File: src/rtl/muldiv_seq_pkg.sv
// Shared op codes, FSM encodings and widths for the iterative
// multiply/divide sequencer.
package muldiv_seq_pkg;

    localparam int MD_CNT_W = 6;

    typedef enum logic [1:0] {
        MD_MUL  = 2'd0,
        MD_MULH = 2'd1,
        MD_DIV  = 2'd2,
        MD_REM  = 2'd3
    } md_op_e;

    typedef enum logic [1:0] {
        MDS_IDLE = 2'd0,
        MDS_CALC = 2'd1,
        MDS_FIX  = 2'd2,
        MDS_DONE = 2'd3
    } md_state_e;

endpackage

File: src/rtl/muldiv_seq_if.sv
// Request/response bundle between the EX stage and the mul/div
// sequencer.
interface muldiv_seq_if #(
    parameter int XLEN = 32
);
    import muldiv_seq_pkg::*;

    logic            start_i;
    md_op_e          op_i;
    logic [XLEN-1:0] rs1_i;
    logic [XLEN-1:0] rs2_i;
    logic            flush_i;
    logic            busy_o;
    logic            done_o;
    logic [XLEN-1:0] result_o;

    modport master (
        output start_i, op_i, rs1_i, rs2_i, flush_i,
        input  busy_o, done_o, result_o
    );

    modport slave (
        input  start_i, op_i, rs1_i, rs2_i, flush_i,
        output busy_o, done_o, result_o
    );

endinterface

File: src/rtl/muldiv_seq_step.sv
// One combinational iteration: shift-add multiply or restoring
// divide over a shared 2*XLEN accumulator.
module muldiv_step #(
    parameter int XLEN = 32
) (
    input  logic              is_div,
    input  logic [2*XLEN-1:0] acc,
    input  logic [XLEN-1:0]   opnd,
    output logic [2*XLEN-1:0] acc_nxt,
    output logic              q_bit
);

    localparam int W2 = 2 * XLEN;

    logic [XLEN:0] sum;
    logic [XLEN:0] rem_sh;
    logic [XLEN:0] diff;

    always_comb begin
        sum    = {1'b0, acc[W2-1:XLEN]}
               + (acc[0] ? {1'b0, opnd} : '0);
        rem_sh = acc[W2-1:XLEN-1];
        diff   = rem_sh - {1'b0, opnd};
        q_bit  = 1'b0;
        acc_nxt = {sum, acc[XLEN-1:1]};
        if (is_div) begin
            q_bit = ~diff[XLEN];
            // quotient slot is left open; the caller inserts q_bit
            acc_nxt = {(q_bit ? diff[XLEN-1:0]
                              : rem_sh[XLEN-1:0]),
                       acc[XLEN-2:0], 1'b0};
        end
    end

endmodule

File: src/rtl/muldiv_seq.sv
// Iterative signed MUL/MULH/DIV/REM sequencer that stalls EX
// through busy_o until the result is ready.
module muldiv_seq #(
    parameter int XLEN = 32
) (
    input  logic         clk_i,
    input  logic         rst_i,
    muldiv_seq_if.slave  md
);
    import muldiv_seq_pkg::*;

    localparam int W2 = 2 * XLEN;

    md_state_e             state_q;
    md_state_e             state_d;
    md_op_e                op_q;
    logic                  s1_q;
    logic                  s2_q;
    logic [XLEN-1:0]       opnd_q;
    logic [W2-1:0]         acc_q;
    logic [MD_CNT_W-1:0]   cnt_q;
    logic [XLEN-1:0]       result_q;

    logic                  accept;
    logic                  div0;
    logic                  last;
    logic [XLEN-1:0]       mag1;
    logic [XLEN-1:0]       mag2;
    logic [W2-1:0]         step_acc;
    logic [W2-1:0]         acc_d;
    logic                  q_bit;
    logic [W2-1:0]         prod;
    logic [XLEN-1:0]       quo;
    logic [XLEN-1:0]       rem;
    logic [XLEN-1:0]       fix_res;

    assign mag1 = md.rs1_i[XLEN-1] ? -md.rs1_i : md.rs1_i;
    assign mag2 = md.rs2_i[XLEN-1] ? -md.rs2_i : md.rs2_i;

    assign accept = (state_q == MDS_IDLE)
                  && md.start_i && !md.flush_i;
    assign div0   = md.op_i[1] && (md.rs2_i == '0);
    assign last   = (cnt_q == MD_CNT_W'(XLEN - 1));

    muldiv_step #(
        .XLEN (XLEN)
    ) u_step (
        .is_div  (op_q[1]),
        .acc     (acc_q),
        .opnd    (opnd_q),
        .acc_nxt (step_acc),
        .q_bit   (q_bit)
    );

    assign acc_d = {step_acc[W2-1:1], step_acc[0] | q_bit};

    always_ff @(posedge clk_i or negedge rst_i) begin
        if (!rst_i) begin
            state_q <= MDS_IDLE;
        end else begin
            state_q <= state_d;
        end
    end

    always_comb begin
        state_d = state_q;
        unique case (state_q)
            MDS_IDLE: begin
                if (accept) begin
                    state_d = div0 ? MDS_DONE : MDS_CALC;
                end
            end
            MDS_CALC: begin
                if (md.flush_i) begin
                    state_d = MDS_IDLE;
                end else if (last) begin
                    state_d = MDS_FIX;
                end
            end
            MDS_FIX: begin
                state_d = md.flush_i ? MDS_IDLE : MDS_DONE;
            end
            MDS_DONE: begin
                state_d = MDS_IDLE;
            end
            default: state_d = MDS_IDLE;
        endcase
    end

    // Sign fix-up from the magnitude results held in acc_q
    always_comb begin
        prod    = (s1_q ^ s2_q) ? -acc_q : acc_q;
        quo     = (s1_q ^ s2_q) ? -acc_q[XLEN-1:0]
                                : acc_q[XLEN-1:0];
        rem     = s1_q ? -acc_q[W2-1:XLEN]
                       : acc_q[W2-1:XLEN];
        fix_res = prod[XLEN-1:0];
        unique case (1'b1)
            (op_q == MD_MUL):  fix_res = prod[XLEN-1:0];
            (op_q == MD_MULH): fix_res = prod[W2-1:XLEN];
            (op_q == MD_DIV):  fix_res = quo;
            (op_q == MD_REM):  fix_res = rem;
            default:           fix_res = prod[XLEN-1:0];
        endcase
    end

    always_ff @(posedge clk_i or negedge rst_i) begin
        if (!rst_i) begin
            op_q     <= MD_MUL;
            s1_q     <= 1'b0;
            s2_q     <= 1'b0;
            opnd_q   <= '0;
            acc_q    <= '0;
            cnt_q    <= '0;
            result_q <= '0;
        end else begin
            unique case (state_q)
                MDS_IDLE: begin
                    if (accept) begin
                        op_q  <= md.op_i;
                        s1_q  <= md.rs1_i[XLEN-1];
                        s2_q  <= md.rs2_i[XLEN-1];
                        cnt_q <= '0;
                        if (md.op_i[1]) begin
                            opnd_q <= mag2;
                            acc_q  <= {{XLEN{1'b0}}, mag1};
                        end else begin
                            opnd_q <= mag1;
                            acc_q  <= {{XLEN{1'b0}}, mag2};
                        end
                        if (div0) begin
                            result_q <= (md.op_i == MD_DIV)
                                      ? '1 : md.rs1_i;
                        end
                    end
                end
                MDS_CALC: begin
                    acc_q <= acc_d;
                    cnt_q <= cnt_q + MD_CNT_W'(1);
                end
                MDS_FIX: begin
                    if (!md.flush_i) begin
                        result_q <= fix_res;
                    end
                end
                default: ;
            endcase
        end
    end

    assign md.busy_o   = accept
                       || (state_q == MDS_CALC)
                       || (state_q == MDS_FIX);
    assign md.done_o   = (state_q == MDS_DONE);
    assign md.result_o = result_q;

endmodule

File: src/flat_wrapper.sv
// flat-port wrapper written by rule: the top's interface ports become plain ports
module muldiv_seq_flat import muldiv_seq_pkg::*;
#(
    parameter int XLEN = 32
)
  (clk_i, rst_i, md_start_i, md_op_i, md_rs1_i, md_rs2_i, md_flush_i, md_busy_o, md_done_o, md_result_o);
  muldiv_seq_if #(.XLEN(XLEN)) md_i ();
  input  logic clk_i;
  input  logic rst_i;
  input wire logic [$bits(md_i.start_i)-1:0] md_start_i;
  input wire logic [$bits(md_i.op_i)-1:0] md_op_i;
  input wire logic [$bits(md_i.rs1_i)-1:0] md_rs1_i;
  input wire logic [$bits(md_i.rs2_i)-1:0] md_rs2_i;
  input wire logic [$bits(md_i.flush_i)-1:0] md_flush_i;
  output wire logic [$bits(md_i.busy_o)-1:0] md_busy_o;
  output wire logic [$bits(md_i.done_o)-1:0] md_done_o;
  output wire logic [$bits(md_i.result_o)-1:0] md_result_o;
  assign md_i.start_i = md_start_i;
  assign md_i.op_i = md_op_i;
  assign md_i.rs1_i = md_rs1_i;
  assign md_i.rs2_i = md_rs2_i;
  assign md_i.flush_i = md_flush_i;
  assign md_busy_o = md_i.busy_o;
  assign md_done_o = md_i.done_o;
  assign md_result_o = md_i.result_o;
  muldiv_seq #(.XLEN(XLEN)) u_core (.clk_i(clk_i), .rst_i(rst_i), .md(md_i));
endmodule
File: config.mk
export PLATFORM = sky130hd
export DESIGN_NAME = muldiv_seq_flat
export DESIGN_NICKNAME = d
export VERILOG_FILES = /design/src/rtl/muldiv_seq_pkg.sv /design/src/rtl/muldiv_seq_if.sv /design/src/rtl/muldiv_seq_step.sv /design/src/rtl/muldiv_seq.sv /design/src/flat_wrapper.sv
export SDC_FILE = /design/constraint.sdc
export NUM_CORES = 1
export LEC_CHECK = 0
export BUFFER_PORTS_ARGS = -buffer_cell sky130_fd_sc_hd__buf_4
export CAP_MARGIN = 20
export CORE_MARGIN = 2
export CORE_UTILIZATION = 50
export CTS_CLUSTER_SIZE = 16
export DETAILED_ROUTE_END_ITERATION = 12
export HOLD_SLACK_MARGIN = 0.15
export PLACE_DENSITY = 0.68
export SLEW_MARGIN = 20
export SYNTH_ARGS = -nofsm -noshare
export SYNTH_HDL_FRONTEND = slang
export SYNTH_SLANG_ARGS = --single-unit
File: constraint.sdc
create_clock -name clk_i -period 3.25 [get_ports clk_i]
set_clock_uncertainty 0.1 [all_clocks]
set_input_delay 0.1625 -clock clk_i [delete_from_list [all_inputs] [get_ports clk_i]]
set_output_delay 0.1625 -clock clk_i [all_outputs]
set_load 0.03 [all_outputs]
==> impl_metrics.json, run 1 <==
{
  "outcome": "finished clean",
  "worstPathMaxFanout": 4,
  "layout-drive-gt1-share_pct": 24.2,
  "place.gp.congestion": 0.991,
  "clkLatencyLatePin_ns": 0.44,
  "required_ns": 3.47,
  "synth.net_count": 1992,
  "cts_root_buf": "clkbuf_16",
  "syn_avg_cell_area_um2": 7.57,
  "grt_pass1_vias": 15065,
  "drc": 0,
  "synth-edff-count": 0,
  "end_kind": "flip-flop",
  "numCtsBuffers": 17,
  "cp_slowest_stage_delay_ns": 0.51,
  "rsz0062_at_grt": "yes",
  "crit_slowest_cell": "a221o_2",
  "power_density_mw_per_mm2": 828,
  "num_vias": 16114,
  "drt_first_pass_iters": 6,
  "overflow": 0,
  "hold_violations": 0,
  "netlist_instances": 1851,
  "cts_tree": "done",
  "start_kind": "flip-flop",
  "drv_cap": 0,
  "start_util_pct": 50.6,
  "grt_pass1_wl_um": 88300,
  "rows": 61,
  "grt_max_degree": 73,
  "die_area_mm2": 0.0294,
  "fin_nets": 2312,
  "crit_arrival_ns": 3.44,
  "die_w_um": 171,
  "cts.clk_slew.worst_paths_ns": 0.08,
  "yosysSeqAreaShare_pct": 25.0,
  "layout_setup_ws_ns": 0.0321,
  "clock_sinks": 140,
  "maxSlewHeadroom_pct": 27.8,
  "crit_chain": "inv_1, ha_1, buf_4, nand4_1, o211ai_1, a21oi_1, a31oi_4, a221o_2, xor2_4, buf_6, mux2_4, a22oi_2, o211ai_1",
  "hpwl_um": 45500,
  "fmax_ghz": 0.311,
  "ys_types": 78,
  "pre_cts_ws_ns": -0.459,
  "cp_common_cell": "o211ai_1",
  "grtUsageTotal_pct": 39.9,
  "drv_slew": 0,
  "place_area_mm2": 0.0168,
  "setup_tns_ns": 0,
  "path_buf_inv": 3,
  "synth_ff_type": "dfrtp_1",
  "syn_area_mm2": 0.0140,
  "dr.first_iter.drc_count": 1827,
  "leakage_nw": 8.08,
  "final_util_pct": 67.2,
  "via_per_inst": 6.29,
  "die_h_um": 171,
  "ys_async_sr_fraction_pct": 100,
  "io_pins": 104,
  "stdcell_area_mm2": 0.0186,
  "final.period_utilization_pct": 99.0,
  "ir_worst_vdd_mv": 0.453,
  "setup_violations": 0,
  "ys_seq_elements": 140,
  "ctsLongestPathBuffers": 2,
  "antenna_cells": 0,
  "worst_pin_slew_ns": 1.08,
  "port_buffers": 103,
  "ant_nets": 0,
  "critPathTopFamily": "compound AO/OA/AOI/OAI gates",
  "worst-setup-path-type": "reg -> reg",
  "hold_class": "in -> reg",
  "routed_wl_um": 59200,
  "antenna_found_initial": 2,
  "core_mm2": 0.0277,
  "h-tree-depth": 4,
  "fin_crit_ns": 3.22,
  "wl_per_cell_um": 23.1,
  "syn2layout_area_growth_pct": 32.9,
  "ys_warn_count": 0
}
stage by stage:
step	hold WS [ns]	power [mW]	std cells
2_1_floorplan	-0.233	8.09	1851
3_3_place_gp	0.116	11.8	2469
3_5_place_dp	0.120	11.9	2469
4_1_cts	0.152	14.4	2549
5_1_grt	0.166	16.2	2562
6_report	0.154	15.4	2562
sequential cells by signal (all words and copies together), names as in the netlist:
| signal | cells |
|---|---|
| u_core.md.result_o | 32 |
| u_core.acc_q | 64 |
| u_core.state_q | 2 |
| u_core.opnd_q | 32 |
| u_core.s1_q | 1 |
| u_core.op_q | 2 |
| u_core.s2_q | 1 |
| u_core.cnt_q | 6 |
metal layers:
| layer | track usage, % | share of wire [%] |
|---|---|---|
| met5 | 0 | 0.064 |
| met3 | 10.9 | 10 |
| met2 | 61.4 | 44 |
| met1 | 53.4 | 42 |
| met4 | 15.3 | 4.2 |
power by group:
| group | internal (mW) | switching (mW) |
|---|---|---|
| Combinational | 4.78 | 6.10 |
| Sequential | 2.12 | 0.386 |
| Clock | 1.08 | 0.947 |
| Total | 7.99 | 7.43 |
Yosys cell counts, types with 38 or more instances:
library cell | n | area [um2]
a211oi_1 | 38 | 285
clkbuf_1 | 101 | 379
o21ai_0 | 165 | 826
dfrtp_1 | 140 | 3500
nor2_1 | 172 | 646
xor2_1 | 81 | 709
inv_1 | 70 | 263
a21oi_1 | 145 | 726
ha_1 | 69 | 863
nor3_1 | 41 | 205
xnor2_1 | 101 | 885
nand2_1 | 189 | 709
mux2i_1 | 47 | 470
worst paths after layout:
kind | start | end | slack (ns) | depth (start not counted)
worst max-delay path | u_core.opnd_q[17] | u_core.acc_q[61] | 0.03 | 13
worst min-delay path | md_rs2_i[8] | u_core.acc_q[8] | 0.15 | 5
worst max register to register | u_core.opnd_q[17] | u_core.acc_q[61] | 0.03 | 13
worst min register to register | u_core.opnd_q[4] | u_core.opnd_q[4] | 0.39 | 2
max in group asynchronous | rst_i | u_core.md.result_o[15] | 1.92 | 3
min in group asynchronous | rst_i | u_core.md.result_o[13] | 0.20 | 2
worst min-delay path: cells and delay by family:
| kind | cells | cell delay [ns] |
|---|---|---|
| compound gates | 2 | 0.26 |
| xor+xnor | 1 | 0.07 |
| buf+inv | 1 | 0.09 |
| simple gates | 1 | 0.06 |
layout by cell type, fill, tap and decap left out, drive strengths merged, types with 23 or more instances in the layout:
master / n
nor2: 172
nor3: 42
a31oi: 31
dlygate4sd3: 43
a211oi: 38
a22oi: 28
xnor2: 101
xor2: 81
nand2: 189
dfrtp: 140
ha: 69
or3: 28
nand3: 23
o31ai: 35
mux2i: 47
nor4: 29
buf: 382
o211ai: 31
a21oi: 145
o21ai: 181
inv: 77
logic make-up (layout without fill, tap and decap cells):
kind of cell	count (synthesis)	after routing	share of synthesized area [%]
buffers and inverters	195	528	5.36
and+or+nand+nor	580	580	19.6
DFF	140	140	25.0
AOI/OAI and AO/OA	634	634	28.7
muxes	49	49	3.52
xor gates and xnor gates	182	182	11.4
adders and majority gates	71	71	6.45
final cells by class:
type                       count  area, um2
multi-input combinational   1516      10400
clock buffer                  17        425
timing repair buffer         426       3400
fill                        2384       9090
inverter                      70        268
sequential                   140       3510
tap                          378        473
clock inverter                15        154
what timing repair did:
action                                  4_1_cts  5_1_grt
hold endpoints to repair                    108        0
gates cloned                                  1        1
resized for setup                            39       94
pin swaps                                     8       24
setup buffers                                 4       14
endpoints found under the setup margin       35       45
hold buffers                                 43        0
(Power assumes the default switching activity.)
==> inputs of run 2 (changes only) <==
- GPL_ROUTABILITY_DRIVEN: not set -> 0
- GPL_TIMING_DRIVEN: not set -> 0
- clock period: 3.25 -> 2.94 ns (I/O delays scaled with it)
==> run 2 against run 1 <==
The run now ends with setup timing left. Critical path type unchanged. Highest routed layer unchanged. Total power is 23% higher. Critical endpoint is now u_core.acc_q[62]. Largest cell class unchanged. Register-to-register slack worse by 0.39 ns. Flip-flop and latch count is the same. Sequential power rose by 23%. Clock power is 9.9% higher. Non-clock buffer count shrank 55. Combinational power is 26% higher. Largest power group unchanged. Wire length up 9.2%. Cell count shrank 2.1%.
==> impl_metrics.json, run 2 (synthesis results as in run 1) <==
{
  "required_ns": 3.21,
  "drc": 0,
  "io_pins": 104,
  "setup_violations": 45,
  "clkLatencyLatePin_ns": 0.46,
  "die_w_um": 171,
  "rows": 61,
  "worstPathMaxFanout": 7,
  "via_per_inst": 6.86,
  "dr.first_iter.drc_count": 2490,
  "grtUsageTotal_pct": 41.0,
  "final_common_cell": "buf_4",
  "antenna_found_initial": 2,
  "port_buffers": 101,
  "end_kind": "flip-flop",
  "wl_per_cell_um": 25.8,
  "routed_wl_um": 64700,
  "num_vias": 17214,
  "clock_sinks": 140,
  "fmax_ghz": 0.303,
  "hold_class": "in -> async",
  "h-tree-depth": 4,
  "violations": "setup timing",
  "layout-drive-gt1-share_pct": 26.0,
  "drv_slew": 0,
  "drt_first_pass_iters": 9,
  "die_area_mm2": 0.0294,
  "fin_nets": 2257,
  "pre_cts_ws_ns": -1.06,
  "cts.clk_slew.worst_paths_ns": 0.08,
  "final_util_pct": 69.5,
  "grt_pass1_vias": 15387,
  "final.period_utilization_pct": 112,
  "worst-setup-path-type": "reg -> reg",
  "layout_setup_ws_ns": -0.358,
  "start_kind": "flip-flop",
  "crit_arrival_ns": 3.57,
  "die_h_um": 171,
  "ir_worst_vdd_mv": 0.590,
  "syn2layout_area_growth_pct": 37.4,
  "largest_register_ffs": 64,
  "core_mm2": 0.0277,
  "power_density_mw_per_mm2": 986,
  "setup_tns_ns": -8.21,
  "power.total_mw": 19.0,
  "worst_pin_slew_ns": 1.26,
  "numCtsBuffers": 17,
  "maxSlewHeadroom_pct": 15.7,
  "drv_cap": 0,
  "dp.cells": 2331,
  "grt_pass1_wl_um": 90600,
  "ant_nets": 0,
  "fin_crit_ns": 3.30,
  "stdcell_count": 2508,
  "hold_violations": 0,
  "top_register": "u_core.acc_q",
  "hpwl_um": 45600,
  "final_cell_mix": "buf_4, nand2_1, nor2_1, o21ai_0, a21oi_1",
  "cts_tree": "done",
  "cts_root_buf": "clkbuf_16",
  "leakage_nw": 7.76,
  "start_util_pct": 50.6,
  "ctsLongestPathBuffers": 2,
  "outcome": "complete, but fails checks",
  "overflow": 0,
  "rsz0062_at_grt": "yes",
  "grt_max_degree": 93
}
[run 2: cell type report]
class | count | area, um2
Fill cell | 2115 | 8460
Tap cell | 378 | 473
Clock inverter | 14 | 138
Antenna cell | 1 | 2.50
Multi-Input combinational cell | 1516 | 11500
Sequential cell | 140 | 3540
Timing Repair Buffer | 259 | 2300
Inverter | 70 | 268
Buffer | 112 | 594
Clock buffer | 18 | 429
[run 2: worst paths after layout]
| kind | start | to | slack (ns) | cells after the start |
|---|---|---|---|---|
| worst max-delay path | u_core.acc_q[0] | u_core.acc_q[62] | -0.36 | 12 |
| worst min-delay path | rst_i | u_core.md.result_o[22] | 0.14 | 3 |
| worst max register to register | u_core.acc_q[0] | u_core.acc_q[62] | -0.36 | 12 |
| worst min register to register | u_core.opnd_q[6] | u_core.opnd_q[6] | 0.39 | 2 |
| max in group asynchronous | rst_i | u_core.acc_q[37] | 2.06 | 3 |
| min in group clk_i | md_rs2_i[17] | u_core.acc_q[17] | 0.14 | 4 |
[run 2: worst max-delay path, stage by stage, from the launching register on]
cell	delay, ns
dfrtp_2	0.45
inv_4	0.12
clkbuf_16	0.17
buf_4	0.13
nor2_1	0.05
ha_1	0.38
a21oi_1	0.33
o21ai_0	0.37
a221oi_4	0.41
o21ai_4	0.13
nor4b_4	0.28
a2111oi_4	0.08
a211oi_2	0.21
[run 2: report_power, final]
group / switching (mW) / total [mW] / internal (mW)
registers: 0.718 / 3.09 / 2.37
clock network: 1.05 / 2.23 / 1.18
logic: 7.75 / 13.7 / 5.92
total: 9.51 / 19.0 / 9.47
[run 2: metal layers]
| layer | vias up | wire length [um] | GRT usage (%) |
|---|---|---|---|
| li1 | 7331 | - | - |
| met1 | 8073 | 23800 | 53.3 |
| met2 | 1433 | 27100 | 61.2 |
| met3 | 375 | 8650 | 10.5 |
| met4 | 2 | 5180 | 25.2 |
| met5 | - | 16 | 0 |
[run 2: what timing repair did]
| item | in CTS | in global routing |
|---|---|---|
| pin swaps | 55 | 107 |
| hold endpoints to repair | 193 | 0 |
| resized for setup | 204 | 219 |
| gates cloned | 0 | 3 |
| endpoints found under the setup margin | 72 | 116 |
| hold buffers | 48 | 0 |
| setup buffers | 49 | 58 |
[run 2: stage by stage]
step,cell area (um2),hold slack (ns)
floorplan,14100,-0.249
global placement,15400,0.279
detailed placement,15400,-0.0209
CTS,17700,0.152
global route,19200,0.167
finish,19200,0.135
